`src/rtl/key_filter_tick_if.sv`:
```
// Key-filter signal bundle: tick enable and raw key in, debounced level and
// event pulses out. Clock and reset stay outside as plain ports.
interface key_filter_tick_if;
  logic tick_1k;
  logic key_in;
  logic key_state;
  logic key_press;
  logic key_release;
  logic key_long;

  modport master (
    output tick_1k, key_in,
    input  key_state, key_press, key_release, key_long
  );

  modport slave (
    input  tick_1k, key_in,
    output key_state, key_press, key_release, key_long
  );
endinterface

```
`src/rtl/key_filter_tick.sv`:
```
// Push-button debouncer paced by a 1 kHz enable tick: debounced level,
// press/release event pulses and a one-shot long-press pulse.
module key_filter_tick #(
  parameter int FILTER_MS = 20,
  parameter int LONG_MS   = 1000,
  parameter int CNT_W     = 10
) (
  input logic        Clk,
  input logic        Reset,
  key_filter_tick_if.slave kif
);

  typedef enum logic [1:0] {IDLE, PRESS_FILT, DOWN, REL_FILT} state_t;

  localparam logic [7:0]       FILT_LAST = 8'(FILTER_MS - 1);
  localparam logic [CNT_W-1:0] LONG_LAST = CNT_W'(LONG_MS - 1);
  localparam logic [CNT_W-1:0] LONG_MAX  = CNT_W'(LONG_MS);

  state_t           state, state_nxt;
  logic [7:0]       filt_cnt, filt_nxt;
  logic [CNT_W-1:0] long_cnt, long_nxt;
  logic             key_m, key_s;
  logic             lvl_q, lvl_d;
  logic             press_q, press_d;
  logic             rel_q, rel_d;
  logic             long_q, long_d;

  // Two-flop synchronizer; idles high so reset never looks like a press.
  always_ff @(posedge Clk) begin
    if (Reset) begin
      key_m <= 1'b1;
      key_s <= 1'b1;
    end else begin
      key_m <= kif.key_in;
      key_s <= key_m;
    end
  end

  always_ff @(posedge Clk) begin
    if (Reset) begin
      state    <= IDLE;
      filt_cnt <= '0;
      long_cnt <= '0;
      lvl_q    <= 1'b1;
      press_q  <= 1'b0;
      rel_q    <= 1'b0;
      long_q   <= 1'b0;
    end else begin
      state    <= state_nxt;
      filt_cnt <= filt_nxt;
      long_cnt <= long_nxt;
      lvl_q    <= lvl_d;
      press_q  <= press_d;
      rel_q    <= rel_d;
      long_q   <= long_d;
    end
  end

  always_comb begin
    state_nxt = state;
    filt_nxt  = filt_cnt;
    long_nxt  = long_cnt;
    lvl_d     = lvl_q;
    press_d   = 1'b0;
    rel_d     = 1'b0;
    long_d    = 1'b0;
    case (state)
      IDLE: begin
        if (!key_s) begin
          state_nxt = PRESS_FILT;
          filt_nxt  = '0;
        end
      end
      PRESS_FILT: begin
        // Key level is checked before the tick so a coincident bounce wins.
        if (key_s) begin
          state_nxt = IDLE;
          filt_nxt  = '0;
        end else if (kif.tick_1k) begin
          if (filt_cnt == FILT_LAST) begin
            state_nxt = DOWN;
            filt_nxt  = '0;
            long_nxt  = '0;
            lvl_d     = 1'b0;
            press_d   = 1'b1;
          end else begin
            filt_nxt = filt_cnt + 8'd1;
          end
        end
      end
      DOWN: begin
        if (key_s) begin
          state_nxt = REL_FILT;
          filt_nxt  = '0;
        end else if (kif.tick_1k && long_cnt != LONG_MAX) begin
          // Saturation at LONG_MAX makes key_long one-shot per press.
          long_nxt = long_cnt + 1'b1;
          long_d   = (long_cnt == LONG_LAST);
        end
      end
      REL_FILT: begin
        // long_cnt is left untouched here so a release glitch only pauses it.
        if (!key_s) begin
          state_nxt = DOWN;
          filt_nxt  = '0;
        end else if (kif.tick_1k) begin
          if (filt_cnt == FILT_LAST) begin
            state_nxt = IDLE;
            filt_nxt  = '0;
            lvl_d     = 1'b1;
            rel_d     = 1'b1;
          end else begin
            filt_nxt = filt_cnt + 8'd1;
          end
        end
      end
      default: begin
        state_nxt = IDLE;
        filt_nxt  = '0;
      end
    endcase
  end

  assign kif.key_state   = lvl_q;
  assign kif.key_press   = press_q;
  assign kif.key_release = rel_q;
  assign kif.key_long    = long_q;

endmodule
```
`src/flat_wrapper.sv`:
```
// flat-port wrapper written by rule: the top's interface ports become plain ports
module key_filter_tick_flat 
#(
  parameter int FILTER_MS = 20,
  parameter int LONG_MS   = 1000,
  parameter int CNT_W     = 10
)
  (Clk, Reset, kif_tick_1k, kif_key_in, kif_key_state, kif_key_press, kif_key_release, kif_key_long);
  key_filter_tick_if kif_i ();
  input logic Clk;
  input logic Reset;
  input wire logic [$bits(kif_i.tick_1k)-1:0] kif_tick_1k;
  input wire logic [$bits(kif_i.key_in)-1:0] kif_key_in;
  output wire logic [$bits(kif_i.key_state)-1:0] kif_key_state;
  output wire logic [$bits(kif_i.key_press)-1:0] kif_key_press;
  output wire logic [$bits(kif_i.key_release)-1:0] kif_key_release;
  output wire logic [$bits(kif_i.key_long)-1:0] kif_key_long;
  assign kif_i.tick_1k = kif_tick_1k;
  assign kif_i.key_in = kif_key_in;
  assign kif_key_state = kif_i.key_state;
  assign kif_key_press = kif_i.key_press;
  assign kif_key_release = kif_i.key_release;
  assign kif_key_long = kif_i.key_long;
  key_filter_tick #(.FILTER_MS(FILTER_MS), .LONG_MS(LONG_MS), .CNT_W(CNT_W)) u_core (.Clk(Clk), .Reset(Reset), .kif(kif_i));
endmodule
```
`config.mk`:
```
export PLATFORM = sky130hd
export DESIGN_NAME = key_filter_tick_flat
export DESIGN_NICKNAME = d
export VERILOG_FILES = /design/src/rtl/key_filter_tick_if.sv /design/src/rtl/key_filter_tick.sv /design/src/flat_wrapper.sv
export SDC_FILE = /design/constraint.sdc
export NUM_CORES = 1
export LEC_CHECK = 0
export BUFFER_PORTS_ARGS = -buffer_cell sky130_fd_sc_hd__buf_2
export CORE_UTILIZATION = 55
export DETAILED_ROUTE_END_ITERATION = 10
export GPL_TIMING_DRIVEN = 0
export PLACE_DENSITY = 0.85
export SYNTH_ARGS = -nofsm -noshare
export SYNTH_HDL_FRONTEND = slang
export SYNTH_SLANG_ARGS = --single-unit
```
`constraint.sdc`:
```
create_clock -name Clk -period 1.7 [get_ports Clk]
set_input_delay 0.34 -clock Clk [delete_from_list [all_inputs] [get_ports Clk]]
set_output_delay 0.34 -clock Clk [all_outputs]
set_load 0.02 [all_outputs]
```
[Yosys cells after proc, flatten, opt, wreduce, memory -nomap -nowiden]
Cells that the tools add are included.
W data, S select, Z words.
Storage, ports and cells
  flip-flop bits (word level): 26
  input port bits: 4
  output and inout bits: 4
  word-level logic and storage cells: 78
Operators by class
  add/sub/neg operators: 2
  equal/unequal tests: 20
  muxes and demuxes: 31
  bitwise gates (word level): 5
  reduce and logical (&&, ||, !) cells: 11
Operator list (count)
  $mux W10: 5
  $mux W8: 6
  $pmux W8 S4: 1
  $pmux W10 S2: 1
  $mux W2: 8
  $reduce_and A6 Y1: 2
  $add A10 B1 Y10 const B: 1
  $eq A10 B10 Y1 const B: 1
  $ne A10 B10 Y1 const B: 1
  $ne A2 B1 Y1 const B: 5
  $ne A2 B2 Y1 const B: 5
  $add A8 B1 Y8 const B: 1
  $eq A8 B5 Y1 const B: 1
  $mux W1: 8
  $pmux W2 S4: 1
  $reduce_and A7 Y1: 1
  $ne A3 B3 Y1 const B: 2
  $reduce_or A3 Y1: 2
  $not A1 Y1: 5
  $eq A2 B2 Y1 const B: 2
  $reduce_bool A2 Y1: 2
  $reduce_or A4 Y1: 1
  $ne A3 B1 Y1 const B: 1
  $ne A3 B2 Y1 const B: 1
  5 further kinds: 5

[Depth between registers and ports, before layout]
Gate-level depths: netlist (run 1).
  word-level depth: 5
  mapped depth: 6
  mapped depth without buffers: 6

[Least setup slack after synthesis (run 1)]
OpenSTA, ideal clock, no wires.
  path type: reg2reg
  from: register u_core.filt_cnt[3]
  to: register u_core.filt_cnt[0]
  arrival time: 1322 ps
  data required time: 1583 ps
  slack: 260 ps
  stages on the path, launching flop included: 5
  buffers on the path: 0
  period minus slack after synthesis: 1440 ps
  cell sequence: dfxtp_1 nor4b_4 nand3_4 and3_4 a32o_1
On the way
  cells in the longest elaborated chain, start to end: 5
Ends and longest elaborated chain
  start: declaration: RTL line key_filter_tick.sv:20  | logic [7:0] filt_cnt, filt_nxt;
  start signal: assignment: RTL line key_filter_tick.sv:50  | filt_cnt <= filt_nxt;
  $eq A8 B5 Y1 (*): RTL line key_filter_tick.sv:80, key_filter_tick.sv:107
  $mux W8 (*): RTL line key_filter_tick.sv:80, key_filter_tick.sv:107
  $mux W8 (*): RTL line key_filter_tick.sv:79  | end else if (kif.tick_1k) begin
  $mux W8 (on tied branches): RTL line key_filter_tick.sv:103, key_filter_tick.sv:76
  $pmux W8 S4 (*): RTL line key_filter_tick.sv:67  | case (state)
Mark *: on every way between the ends. The rest lies on a longest branch, timed or not.
A chain may end at the register's enable or synchronous reset.

[Final worst setup path (run 1)]
  from: register u_core.filt_cnt[3]
  to: register u_core.long_cnt[1]
On the way
  cells in the longest elaborated chain, start to end: 3
Ends and longest elaborated chain
  $eq A8 B5 Y1: RTL line key_filter_tick.sv:80  | if (filt_cnt == FILT_LAST) begin
  $ne A2 B1 Y1 (no line)
  $reduce_and A6 Y1 (no line)
  end signal: assignment: RTL line key_filter_tick.sv:51  | long_cnt <= long_nxt;
  end: declaration: RTL line key_filter_tick.sv:21  | logic [CNT_W-1:0] long_cnt, long_nxt;
No other way between the ends.

==> results of run 1 <==
==> through the flow <==
stage	total power (W)	std cells	area [µm²]
after floorplan	0.000661	136	1320
after global placement	0.000676	171	1390
after detailed placement	0.000677	171	1390
after CTS	0.00109	175	1450
after global routing	0.00112	175	1450
final	0.00109	175	1450
==> sequential cells by signal, indices dropped and copies added, names as in the netlist, named ones only <==
signal	cells
u_core.kif.key_press	1
u_core.key_m	1
u_core.kif.key_release	1
u_core.long_cnt	10
u_core.key_s	1
u_core.filt_cnt	8
u_core.state	1
u_core.kif.key_long	1
u_core.kif.key_state	1
==> synthesized netlist by cell type (2+ instances only) <==
library cell                number  area share [%]
sky130_fd_sc_hd__a21oi_1         4             1.5
sky130_fd_sc_hd__a32o_1          2             1.5
sky130_fd_sc_hd__and3_1          2            0.95
sky130_fd_sc_hd__and4_1          2             1.3
sky130_fd_sc_hd__clkbuf_1        2            0.57
sky130_fd_sc_hd__dfxtp_1        26              39
sky130_fd_sc_hd__ha_1            3             2.8
sky130_fd_sc_hd__inv_1           6             1.7
sky130_fd_sc_hd__mux2i_1         2             1.5
sky130_fd_sc_hd__nand2_1         7             2.0
sky130_fd_sc_hd__nand3_1         3             1.1
sky130_fd_sc_hd__nand4_1         4             1.9
sky130_fd_sc_hd__nor2_1         12             3.4
sky130_fd_sc_hd__nor2b_1         2            0.95
sky130_fd_sc_hd__nor3_1          9             3.4
sky130_fd_sc_hd__nor4_2          2             1.9
sky130_fd_sc_hd__o2111ai_1       3             2.0
sky130_fd_sc_hd__o21ai_0         3             1.1
sky130_fd_sc_hd__o21ai_1         2            0.76
sky130_fd_sc_hd__or2_2           3             1.4
sky130_fd_sc_hd__xnor2_1         6             4.0
sky130_fd_sc_hd__xor2_1          6             4.0
==> cell type report <==
class / instances / area [µm²]
Buffer: 3 / 12.5
Tap cell: 28 / 35.0
Inverter: 6 / 22.5
Clock inverter: 1 / 30.0
Multi-Input combinational cell: 101 / 767
Timing Repair Buffer: 7 / 35.0
Fill cell: 189 / 788
Clock buffer: 3 / 22.5
Sequential cell: 26 / 520
==> power by group <==
| group | switching, W | leakage [nW] | internal [W] | total [W] |
|---|---|---|---|---|
| Combinational | 0.0000290 | 0.262 | 0.0000169 | 0.0000459 |
| Clock | 0.000187 | 0.0279 | 0.000239 | 0.000426 |
| Sequential | 0.00000397 | 0.210 | 0.000615 | 0.000619 |
| Total | 0.000220 | 0.500 | 0.000870 | 0.00109 |
==> cells in the final DEF (no fill, tap or decap), drive strengths merged, types with 4 or more instances in the layout <==
| cell type | Yosys | layout |
|---|---|---|
| dfxtp | 26 | 26 |
| nor2 | 12 | 12 |
| nor3 | 9 | 9 |
| buf | 1 | 8 |
| nand2 | 7 | 7 |
| xnor2 | 7 | 7 |
| inv | 6 | 6 |
| xor2 | 6 | 6 |
| o21ai | 6 | 6 |
| nand4 | 5 | 5 |
| or2 | 5 | 5 |
| clkbuf | 2 | 5 |
| a21oi | 4 | 4 |
| nand3 | 4 | 4 |
==> layer usage <==
layer,part of all wire (%),GRT usage [%],up-vias
met5,0,0,-
met4,1.4,7.87,0
met3,3.2,2.08,5
met2,46,34.0,20
met1,50,29.7,469
li1,-,-,510
==> cell families after synthesis <==
logic type               Yosys count  synth area share, %
multiplexers                       2                 1.51
AND/OR/NAND/NOR                   63                 32.4
flip-flops                        26                 39.4
adder cells (fa/ha/maj)            3                 2.84
buffers and inverters              9                 2.65
XOR/XNOR                          13                 9.18
AO/OA/AOI/OAI                     20                 12.1
==> path summary, 6_finish.rpt <==
check	from	end	cells after the start
setup / recovery	u_core.filt_cnt[3]	u_core.long_cnt[1]	4
hold / removal	kif_key_in	u_core.key_m	2
setup reg to reg	u_core.filt_cnt[3]	u_core.long_cnt[1]	4
hold reg to reg	u_core.key_m	u_core.key_s	1
==> reports/qor_table.md, run 1 <==
| Step | Quantity | This run |
| --- | --- | --- |
| status | Result of the run | completed |
| drt | DRC violations left | 0 |
| worst setup path | Largest fanout on the critical path | 10 |
| drt | Via total after detailed routing | 1004 |
| worst setup path | Worst Setup Start Kind | flop |
| flow run | Total of max-cap violations | 0 |
| sta | Post-route clock period utilization | 93.8% |
| worst setup path | Cell-by-cell listing of the critical path | nor4b_4 > nand4_4 > o21ai_4 > nor2_1 |
| sta | Number of failing setup endpoints in the final timing report | 0 |
| sta | Post-route setup slack | 0.105 ns |
| drt | Drt wl/cell | 13.7 µm |
| drt | Antenna violation net count after detailed routing | 0 |
| cts | # H-tree levels | 1 |
| synthesis | Average size of a mapped cell | 9.72 µm² |
| synthesis | Total nets after synthesis | 143 |
| floorplan | Boundary pin count | 8 |
| sta | Minimum clock period after layout | 1.59 ns |
| drt | Via-to-Cell Ratio | 5.74 |
| cells and area | Layout cell share with drive strength beyond 1 | 19.0% |
| worst setup path | Data arrival time of the worst path | 1.82 ns |
| power and ir drop | PwrDens | 755 nW/µm² |
| synthesis | Post-Syn Instances | 136 |
| synthesis | Sequential-to-total area share from yosys stat | 39.4% |
| cells and area | Post-Route Utilization | 64.7% |
| place | Post-placement setup slack | 0.134 ns |
| drt | Drt pass-1 iters | 4 |
| cts | Number of resized instances in the post-cts repair step | 0 |
| power and ir drop | Leakage power figure | 0.500 nW |
| synthesis | Post-Synthesis Cell Area | 1320 µm² |
| floorplan | Floorplan core area | 2230 µm² |
| cells and area | Number of nets in the layout | 155 |
| power and ir drop | Max rail drop VDD | 644 µV |
| floorplan | Floorplan die height | 51.0 µm |
| synthesis | Synthesis-stage register bit count | 26 |
| sta | Setup repair after global routing missed its margin | no |
| global routing | Via count of the first global-routing pass | 954 |
| sta | Worst slack on hold paths | 0.189 ns |
| floorplan | Overall die area | 2600 µm² |
| synthesis | Yosys warns | 0 |
| global routing | Largest net degree at the start of global routing | 16 |
| cts | Clock Sink Count | 26 |
| floorplan | Initial cell density of the core | 59.2% |
| floorplan | Width of the chip | 51.0 µm |
| cells and area | Diodes inserted | 0 |
| worst setup path | Kind of capture point of the worst setup path | flop |
| cts | Hold buffer count at cts | 0 |
| global routing | Global-route wire length before repair | 4220 µm |
| floorplan | Row count | 17 |
| cts | Clock tree from TritonCTS | yes |
| synthesis | Number of distinct library cells after synthesis | 47 |
| sta | Final clock skew | 0.00507 ns |
| cts | Number of setup buffers added after CTS | 0 |
| worst setup path | Crit Path Class | reg -> reg |
| synthesis | Proportion of synthesized flip-flops having asynchronous set or reset | 0% |
| worst setup path | Critical Path Slowest Stage Cell | sky130_fd_sc_hd__nor4b_4 |
| global routing | Number of antenna violations at the first check in global routing | 0 |
| worst setup path | Data required time at the worst endpoint | 1.92 ns |
| sta | Slew at the pin with the worst max-slew slack | 0.429 ns |
| global routing | Gr usage total | 21.3% |
| sta | Sum of negative setup slack | 0 ns |
| cts | Clock edge transition at the registers on the reported setup and hold paths | 0.14 ns |
| synthesis | Primary FF master, synth | sky130_fd_sc_hd__dfxtp_1 |
| cts | Root buffer cell | sky130_fd_sc_hd__clkbuf_4 |
| worst setup path | Largest stage delay on the critical path | 0.46 ns |
| sta | Final hold vios | 0 |
| cts | Largest buffer count on any clock path | 2 |
| drt | Detailed Route WL | 2400 µm |
| worst setup path | Worst path buffer plus inverter count | 0 |
| global routing | Global-route congestion overflow total | 0 |
| min path | Class of the tightest hold or removal check | in -> reg |
| cts | TritonCTS buffer count | 3 |
| cts | Clk Latency, worst-skew pair | 0.33 ns |
| worst setup path | Worst reg-to-reg setup slack | 0.11 ns |
| sta | Total count of max-transition violations in the final report | 0 |
| sta | Max transition margin | 71.4% |
| drt | Violation count after the first detailed-route iteration | 22 |
| place | Gp weighted congestion | 0.791 |
| worst setup path | Cell family with most CP delay | simple AND/OR/NAND/NOR gates |
| cells and area | Post-synthesis to final-layout area growth | 9.27% |
| synthesis | Number of enable-type register cells in the synthesized netlist | 0 |
| place | HPWL after DPL | 1770 µm |
| sta | Maximum frequency from static timing analysis | 0.627 GHz |
| place | Input/output buffers | 7 |
No activity file was read; power rests on OpenSTA's default activity.
==> inputs of run 2 (changes only) <==
==> constraint.sdc (replaced) <==
create_clock -name Clk -period 1.7 [get_ports Clk]
set_input_delay 0.085 -clock Clk [delete_from_list [all_inputs] [get_ports Clk]]
set_output_delay 0.085 -clock Clk [all_outputs]
set_load 0.02 [all_outputs]
==> run 2 against run 1 <==
Compared with the run above: sequential power about the same; first-iteration DRC count stayed put; critical path depth did not move; final cell count rose by 0.57%; die area unchanged; fmax hardly changed; routed wire length did not move; clock power hardly changed; core utilization is 0.45 points higher; combinational power up 4%; flip-flop and latch count is the same; register-to-register slack about the same.
==> reports/qor_table.md, run 2 (synthesis results as in run 1) <==
| Step | Quantity | This run | Delta |
| --- | --- | --- | --- |
| status | Result of the run | completed |  |
| floorplan | Floorplan die height | 51.0 µm | unchanged |
| global routing | Largest net degree at the start of global routing | 16 | unchanged |
| worst setup path | Crit Path Class | reg -> reg |  |
| cells and area | Largest registers | u_core.long_cnt (10), u_core.filt_cnt (8) |  |
| sta | Worst slack on hold paths | 0.109 ns | -0.0800 ns |
| cells and area | Post-synthesis to final-layout area growth | 10.0% |  |
| cells and area | Layout cell share with drive strength beyond 1 | 18.9% | -0.13 points |
| sta | Setup repair after global routing missed its margin | no |  |
| floorplan | Initial cell density of the core | 59.2% | unchanged |
| power and ir drop | PwrDens | 751 nW/µm² | -0.52% |
| min path | Class of the tightest hold or removal check | in -> reg |  |
| drt | Detailed Route WL | 2400 µm | unchanged |
| floorplan | Floorplan core area | 2230 µm² | unchanged |
| flow run | Total of max-cap violations | 0 | unchanged |
| sta | Minimum clock period after layout | 1.59 ns | +0.000188 ns |
| cells and area | Number of nets in the layout | 156 | +0.65% |
| sta | Total count of max-transition violations in the final report | 0 | unchanged |
| floorplan | Width of the chip | 51.0 µm | unchanged |
| worst setup path | Data arrival time of the worst path | 1.82 ns | about the same |
| place | Gp weighted congestion | 0.791 | unchanged |
| global routing | Global-route congestion overflow total | 0 | unchanged |
| cells and area | Most common cell after layout, fill and taps aside | sky130_fd_sc_hd__dfxtp_1 |  |
| sta | Number of failing setup endpoints in the final timing report | 0 | unchanged |
| place | Input/output buffers | 7 | unchanged |
| sta | Max transition margin | 71.4% | about the same |
| power and ir drop | Leakage power figure | 0.504 nW | +0.84% |
| floorplan | Row count | 17 | unchanged |
| worst setup path | Start point of the critical path | u_core.filt_cnt[3] |  |
| worst setup path | Worst reg-to-reg setup slack | 0.11 ns | about the same |
| global routing | Via count of the first global-routing pass | 966 | +1.3% |
| cells and area | Flip-flop count of the largest register, all copies and words added | 10 | unchanged |
| floorplan | Boundary pin count | 8 | unchanged |
| worst setup path | Cell-by-cell listing of the critical path | nor4b_4 > nand4_4 > o21ai_4 > nor2_1 |  |
| min path | Hold_sp | kif_tick_1k |  |
| drt | Antenna violation net count after detailed routing | 0 | unchanged |
| cells and area | Diodes inserted | 0 | unchanged |
| cts | Number of setup buffers added after CTS | 0 | unchanged |
| worst setup path | R2R Path Start | u_core.filt_cnt[3] |  |
| worst setup path | Data required time at the worst endpoint | 1.92 ns | about the same |
| cts | Hold buffer count at cts | 1 | +1 |
| cts | # H-tree levels | 1 | unchanged |
| sta | Final hold vios | 0 | unchanged |
| sta | Sum of negative setup slack | 0 ns | unchanged |
| drt | Via-to-Cell Ratio | 5.74 | about the same |
| worst setup path | Kind of capture point of the worst setup path | flop |  |
| cts | TritonCTS buffer count | 3 | unchanged |
| global routing | Gr usage total | 21.5% | +0.13 points |
| drt | DRC violations left | 0 | unchanged |
| place | HPWL after DPL | 1770 µm | unchanged |
| global routing | Global-route wire length before repair | 4250 µm | +0.66% |
| cts | Clock Sink Count | 26 | unchanged |
| sta | Slew at the pin with the worst max-slew slack | 0.429 ns | -0.0000538 ns |
| power and ir drop | Max rail drop VDD | 645 µV | about the same |
| cts | Number of resized instances in the post-cts repair step | 0 | unchanged |
| cells and area | Commonest non-fill, non-tap cells in the layout | sky130_fd_sc_hd__dfxtp_1, sky130_fd_sc_hd__nor2_1, sky130_fd_sc_hd__nor3_1 |  |
| sta | Maximum frequency from static timing analysis | 0.627 GHz | about the same |
| cts | Root buffer cell | sky130_fd_sc_hd__clkbuf_4 |  |
| cts | Clock tree from TritonCTS | yes |  |
| worst setup path | Critical Path Slowest Stage Cell | sky130_fd_sc_hd__nor4b_4 |  |
| cts | Clock edge transition at the registers on the reported setup and hold paths | 0.14 ns | about the same |
| worst setup path | Largest stage delay on the critical path | 0.46 ns | about the same |
| cts | Clk Latency, worst-skew pair | 0.33 ns | about the same |
| cts | Largest buffer count on any clock path | 2 | unchanged |
| global routing | Number of antenna violations at the first check in global routing | 0 | unchanged |
| sta | Final clock skew | 0.00490 ns | -0.000170 ns |
| cells and area | Largest reg by FF count | u_core.long_cnt |  |
| worst setup path | Worst Setup Start Kind | flop |  |
| drt | Drt wl/cell | 13.6 µm | -0.57% |
| drt | Drt pass-1 iters | 4 | unchanged |
| floorplan | Overall die area | 2600 µm² | unchanged |
| drt | Violation count after the first detailed-route iteration | 22 | unchanged |
| sta | Post-route clock period utilization | 93.8% | about the same |
| worst setup path | Largest fanout on the critical path | 10 | unchanged |
| drt | Via total after detailed routing | 1010 | +0.60% |
==> run 2: changes by cell type in the layout (fill, tap and decap cells not counted) <==
cell	change
sky130_fd_sc_hd__dlygate4sd3_1	+1
==> run 2: through the flow <==
stage | setup WS (ns) | util (%) | instance area (µm²) | total power, W | instances
2_1_floorplan | 0.260 | - | 1320 | 0.000661 | 136
3_3_place_gp | 0.181 | 62.4 | 1390 | 0.000676 | 171
3_5_place_dp | 0.134 | 62.4 | 1390 | 0.000677 | 171
4_1_cts | 0.114 | 65.2 | 1460 | 0.00109 | 176
5_1_grt | 0.000594 | 65.2 | 1460 | 0.00112 | 176
6_report | 0.105 | 65.2 | 1460 | 0.00109 | 176
==> run 2: where the power goes <==
part           switching [W]  internal [W]  leakage (nW)
logic              0.0000292     0.0000184         0.266
clock network       0.000188      0.000239        0.0279
registers         0.00000397      0.000615         0.210
==> run 2: worst paths after layout <==
path	to	cells past startpoint
worst min-delay path	u_core.filt_cnt[1]	2
worst max register to register	u_core.long_cnt[1]	4
worst min register to register	u_core.key_s	1
worst max-delay path	u_core.long_cnt[1]	4
==> run 2: per-layer routing <==
layer  GRT usage [%]  share of wire (%)
met5               0                  0
met2            34.4                 46
met4            7.87                1.4
met1            29.7                 50
met3            2.08                3.2
==> run 2: cell type report <==
class,count,area [µm²]
plain buffers,3,12.5
clock buffers,3,22.5
clock inverters,1,30.0
fillers,188,778
inverters,6,22.5
multi-input cells,101,767
flip-flops and latches,26,520
well taps,28,35.0
repair buffers,8,45.0
==> run 2: worst max-delay path, delay by kind of cell (launching register included) <==
family / cells / cell delay (ns)
compound gates: 1 / 0.32
flops: 1 / 0.41
simple gates: 3 / 0.77
==> inputs of run 3 (changes only) <==
--- a/config.mk
+++ b/config.mk
@@ -9,7 +9,7 @@
 export CORE_UTILIZATION = 55
 export DETAILED_ROUTE_END_ITERATION = 10
 export GPL_TIMING_DRIVEN = 0
-export PLACE_DENSITY = 0.85
+export PLACE_DENSITY = 0.7
 export SYNTH_ARGS = -nofsm -noshare
 export SYNTH_HDL_FRONTEND = slang
 export SYNTH_SLANG_ARGS = --single-unit
==> run 3 against run 2 <==
Compared with the run above: clock skew increased by 0.0054 ns; worst hold slack better by 0.015 ns; design area unchanged; first-iteration DRC count shrank 32%; die area stayed put; sequential power is essentially flat; non-clock buffer count is the same; power decreased by 9.4%; sequential share of layout area is the same; core utilization is the same; via count is 1.9% higher; global-route usage hardly changed; critical endpoint is now u_core.filt_cnt[1].
==> reports/qor_table.md, run 3 (synthesis results as in run 1) <==
| Step | Quantity | This run | Delta |
| --- | --- | --- | --- |
| floorplan | Floorplan die height | 51.0 µm | unchanged |
| drt | Violation count after the first detailed-route iteration | 15 | -32% |
| drt | DRC violations left | 0 | unchanged |
| sta | Number of failing setup endpoints in the final timing report | 0 | unchanged |
| cells and area | Number of nets in the layout | 157 | +0.64% |
| sta | Max transition margin | 71.9% | +0.47 points |
| drt | Via total after detailed routing | 1029 | +1.9% |
| worst setup path | Data arrival time of the worst path | 1.81 ns | about the same |
| power and ir drop | Max rail drop VDD | 644 µV | about the same |
| cells and area | Layout cell share with drive strength beyond 1 | 19.5% | +0.54 points |
| cts | Largest buffer count on any clock path | 2 | unchanged |
| place | Gp weighted congestion | 0.863 | +9.1% |
| floorplan | Overall die area | 2600 µm² | unchanged |
| cts | TritonCTS buffer count | 3 | unchanged |
| drt | Drt wl/cell | 13.9 µm | +1.9% |
| floorplan | Initial cell density of the core | 59.2% | unchanged |
| sta | Sum of negative setup slack | 0 ns | unchanged |
| cells and area | Most common cell after layout, fill and taps aside | sky130_fd_sc_hd__dfxtp_1 |  |
| place | Input/output buffers | 7 | unchanged |
| worst setup path | Largest fanout on the critical path | 5 | -5 |
| drt | Detailed Route WL | 2460 µm | +2.5% |
| sta | Final hold vios | 0 | unchanged |
| drt | Antenna violation net count after detailed routing | 0 | unchanged |
| sta | Maximum frequency from static timing analysis | 0.635 GHz | +1.3% |
| power and ir drop | Leakage power figure | 0.501 nW | -0.76% |
| cts | # H-tree levels | 1 | unchanged |
| global routing | Global-route congestion overflow total | 0 | unchanged |
| worst setup path | Kind of capture point of the worst setup path | flop |  |
| global routing | Gr usage total | 21.5% | +0.049 points |
| worst setup path | Cell-by-cell listing of the critical path | nor4b_4 > nand3_4 > and3_4 > a32o_1 |  |
| floorplan | Row count | 17 | unchanged |
| cts | Clock edge transition at the registers on the reported setup and hold paths | 0.13 ns | about the same |
| floorplan | Floorplan core area | 2230 µm² | unchanged |
| sta | Final clock skew | 0.0103 ns | +0.00542 ns |
| cts | Clock tree from TritonCTS | yes |  |
| min path | Class of the tightest hold or removal check | in -> reg |  |
| status | Result of the run | completed |  |
| cells and area | Largest registers | u_core.long_cnt (10), u_core.filt_cnt (8) |  |
| sta | Minimum clock period after layout | 1.57 ns | -0.0208 ns |
| global routing | Global-route wire length before repair | 4140 µm | -2.6% |
| cells and area | Largest reg by FF count | u_core.long_cnt |  |
| worst setup path | Critical Path Slowest Stage Cell | sky130_fd_sc_hd__nor4b_4 |  |
| place | Placed cells | 171 | unchanged |
| power and ir drop | Total power of the final layout | 0.000990 W | -9.4% |
| power and ir drop | PwrDens | 680 nW/µm² | -9.4% |
| global routing | Largest net degree at the start of global routing | 15 | -1 |
| drt | Drt pass-1 iters | 4 | unchanged |
| sta | Slew at the pin with the worst max-slew slack | 0.422 ns | -0.00703 ns |
| flow run | Total of max-cap violations | 0 | unchanged |
| sta | Setup repair after global routing missed its margin | no |  |
| place | HPWL after DPL | 1680 µm | -5.1% |
| floorplan | Boundary pin count | 8 | unchanged |
| worst setup path | Cell family with most CP delay | simple AND/OR/NAND/NOR gates |  |
| cts | Clock Sink Count | 26 | unchanged |
| worst setup path | Data required time at the worst endpoint | 1.93 ns | about the same |
| cells and area | Flip-flop count of the largest register, all copies and words added | 10 | unchanged |
| sta | Post-route clock period utilization | 92.6% | -1.2 points |
| cells and area | Post-synthesis to final-layout area growth | 10.0% | unchanged |
| worst setup path | Largest stage delay on the critical path | 0.47 ns | about the same |
| global routing | Via count of the first global-routing pass | 927 | -4.0% |
| cells and area | Diodes inserted | 0 | unchanged |
| cts | Root buffer cell | sky130_fd_sc_hd__clkbuf_4 |  |
| worst setup path | Crit Path Class | reg -> reg |  |
| cells and area | Post-layout instance count excluding filler cells | 177 | +0.57% |
| floorplan | Width of the chip | 51.0 µm | unchanged |
| drt | Via-to-Cell Ratio | 5.81 | +1.3% |
| global routing | Number of antenna violations at the first check in global routing | 0 | unchanged |
| cells and area | Post-Route Utilization | 65.2% | unchanged |
| cts | Clk Latency, worst-skew pair | 0.33 ns | about the same |
| sta | Total count of max-transition violations in the final report | 0 | unchanged |
| worst setup path | Worst path buffer plus inverter count | 0 | unchanged |
| cells and area | Commonest non-fill, non-tap cells in the layout | sky130_fd_sc_hd__dfxtp_1, sky130_fd_sc_hd__nor2_1, sky130_fd_sc_hd__nor3_1 |  |
| worst setup path | Worst Setup Start Kind | flop |  |
==> run 3: cell count changes in the layout (fill, tap and decap cells not counted), sizes merged <==
cell and change:
bufinv -1, o21ai +1, clkbuf +1
==> run 3: cell type report <==
cell class              count  area, µm²
multi-input cells         102        783
flip-flops and latches     26        520
plain buffers               3       12.5
inverters                   6       22.5
well taps                  28       35.0
fillers                   200        778
repair buffers              8       45.0
clock buffers               4       36.3
==> run 3: path summary, 6_finish.rpt <==
path,start,endpoint,slack (ns),cells past startpoint
worst max-delay path,u_core.filt_cnt[3],u_core.filt_cnt[1],0.13,4
worst min-delay path,kif_tick_1k,u_core.filt_cnt[1],0.12,2
worst max register to register,u_core.filt_cnt[3],u_core.filt_cnt[1],0.13,4
worst min register to register,u_core.key_m,u_core.key_s,0.43,1
==> run 3: metal layers <==
layer | global-route usage, % | wire [µm]
met1 | 29.6 | 1250
met2 | 33.3 | 1090
met3 | 3.57 | 80
met4 | 8.33 | 36
met5 | 0 | 0
==> run 3: repair_timing <==
action                                  in CTS  in global routing
endpoints found under the setup margin       0                  9
hold buffers                                 1                  0
buffers inserted                             0                  0
resized for setup                            0                  1
hold endpoints to repair                     1                  0
==> run 3: stage by stage <==
stage / setup slack (ns) / hold WS, ns / instance area [µm²]
2_1_floorplan: 0.260 / 0.189 / 1320
3_3_place_gp: 0.163 / 0.270 / 1390
3_5_place_dp: 0.113 / 0.272 / 1390
4_1_cts: 0.0925 / 0.103 / 1440
5_1_grt: 0.0391 / 0.135 / 1460
6_report: 0.126 / 0.124 / 1460
==> run 3: where the power goes <==
group / switching, W / leakage (nW) / internal [W]
clock network: 0.000189 / 0.0210 / 0.000131
registers: 0.00000409 / 0.210 / 0.000615
logic: 0.0000320 / 0.269 / 0.0000195
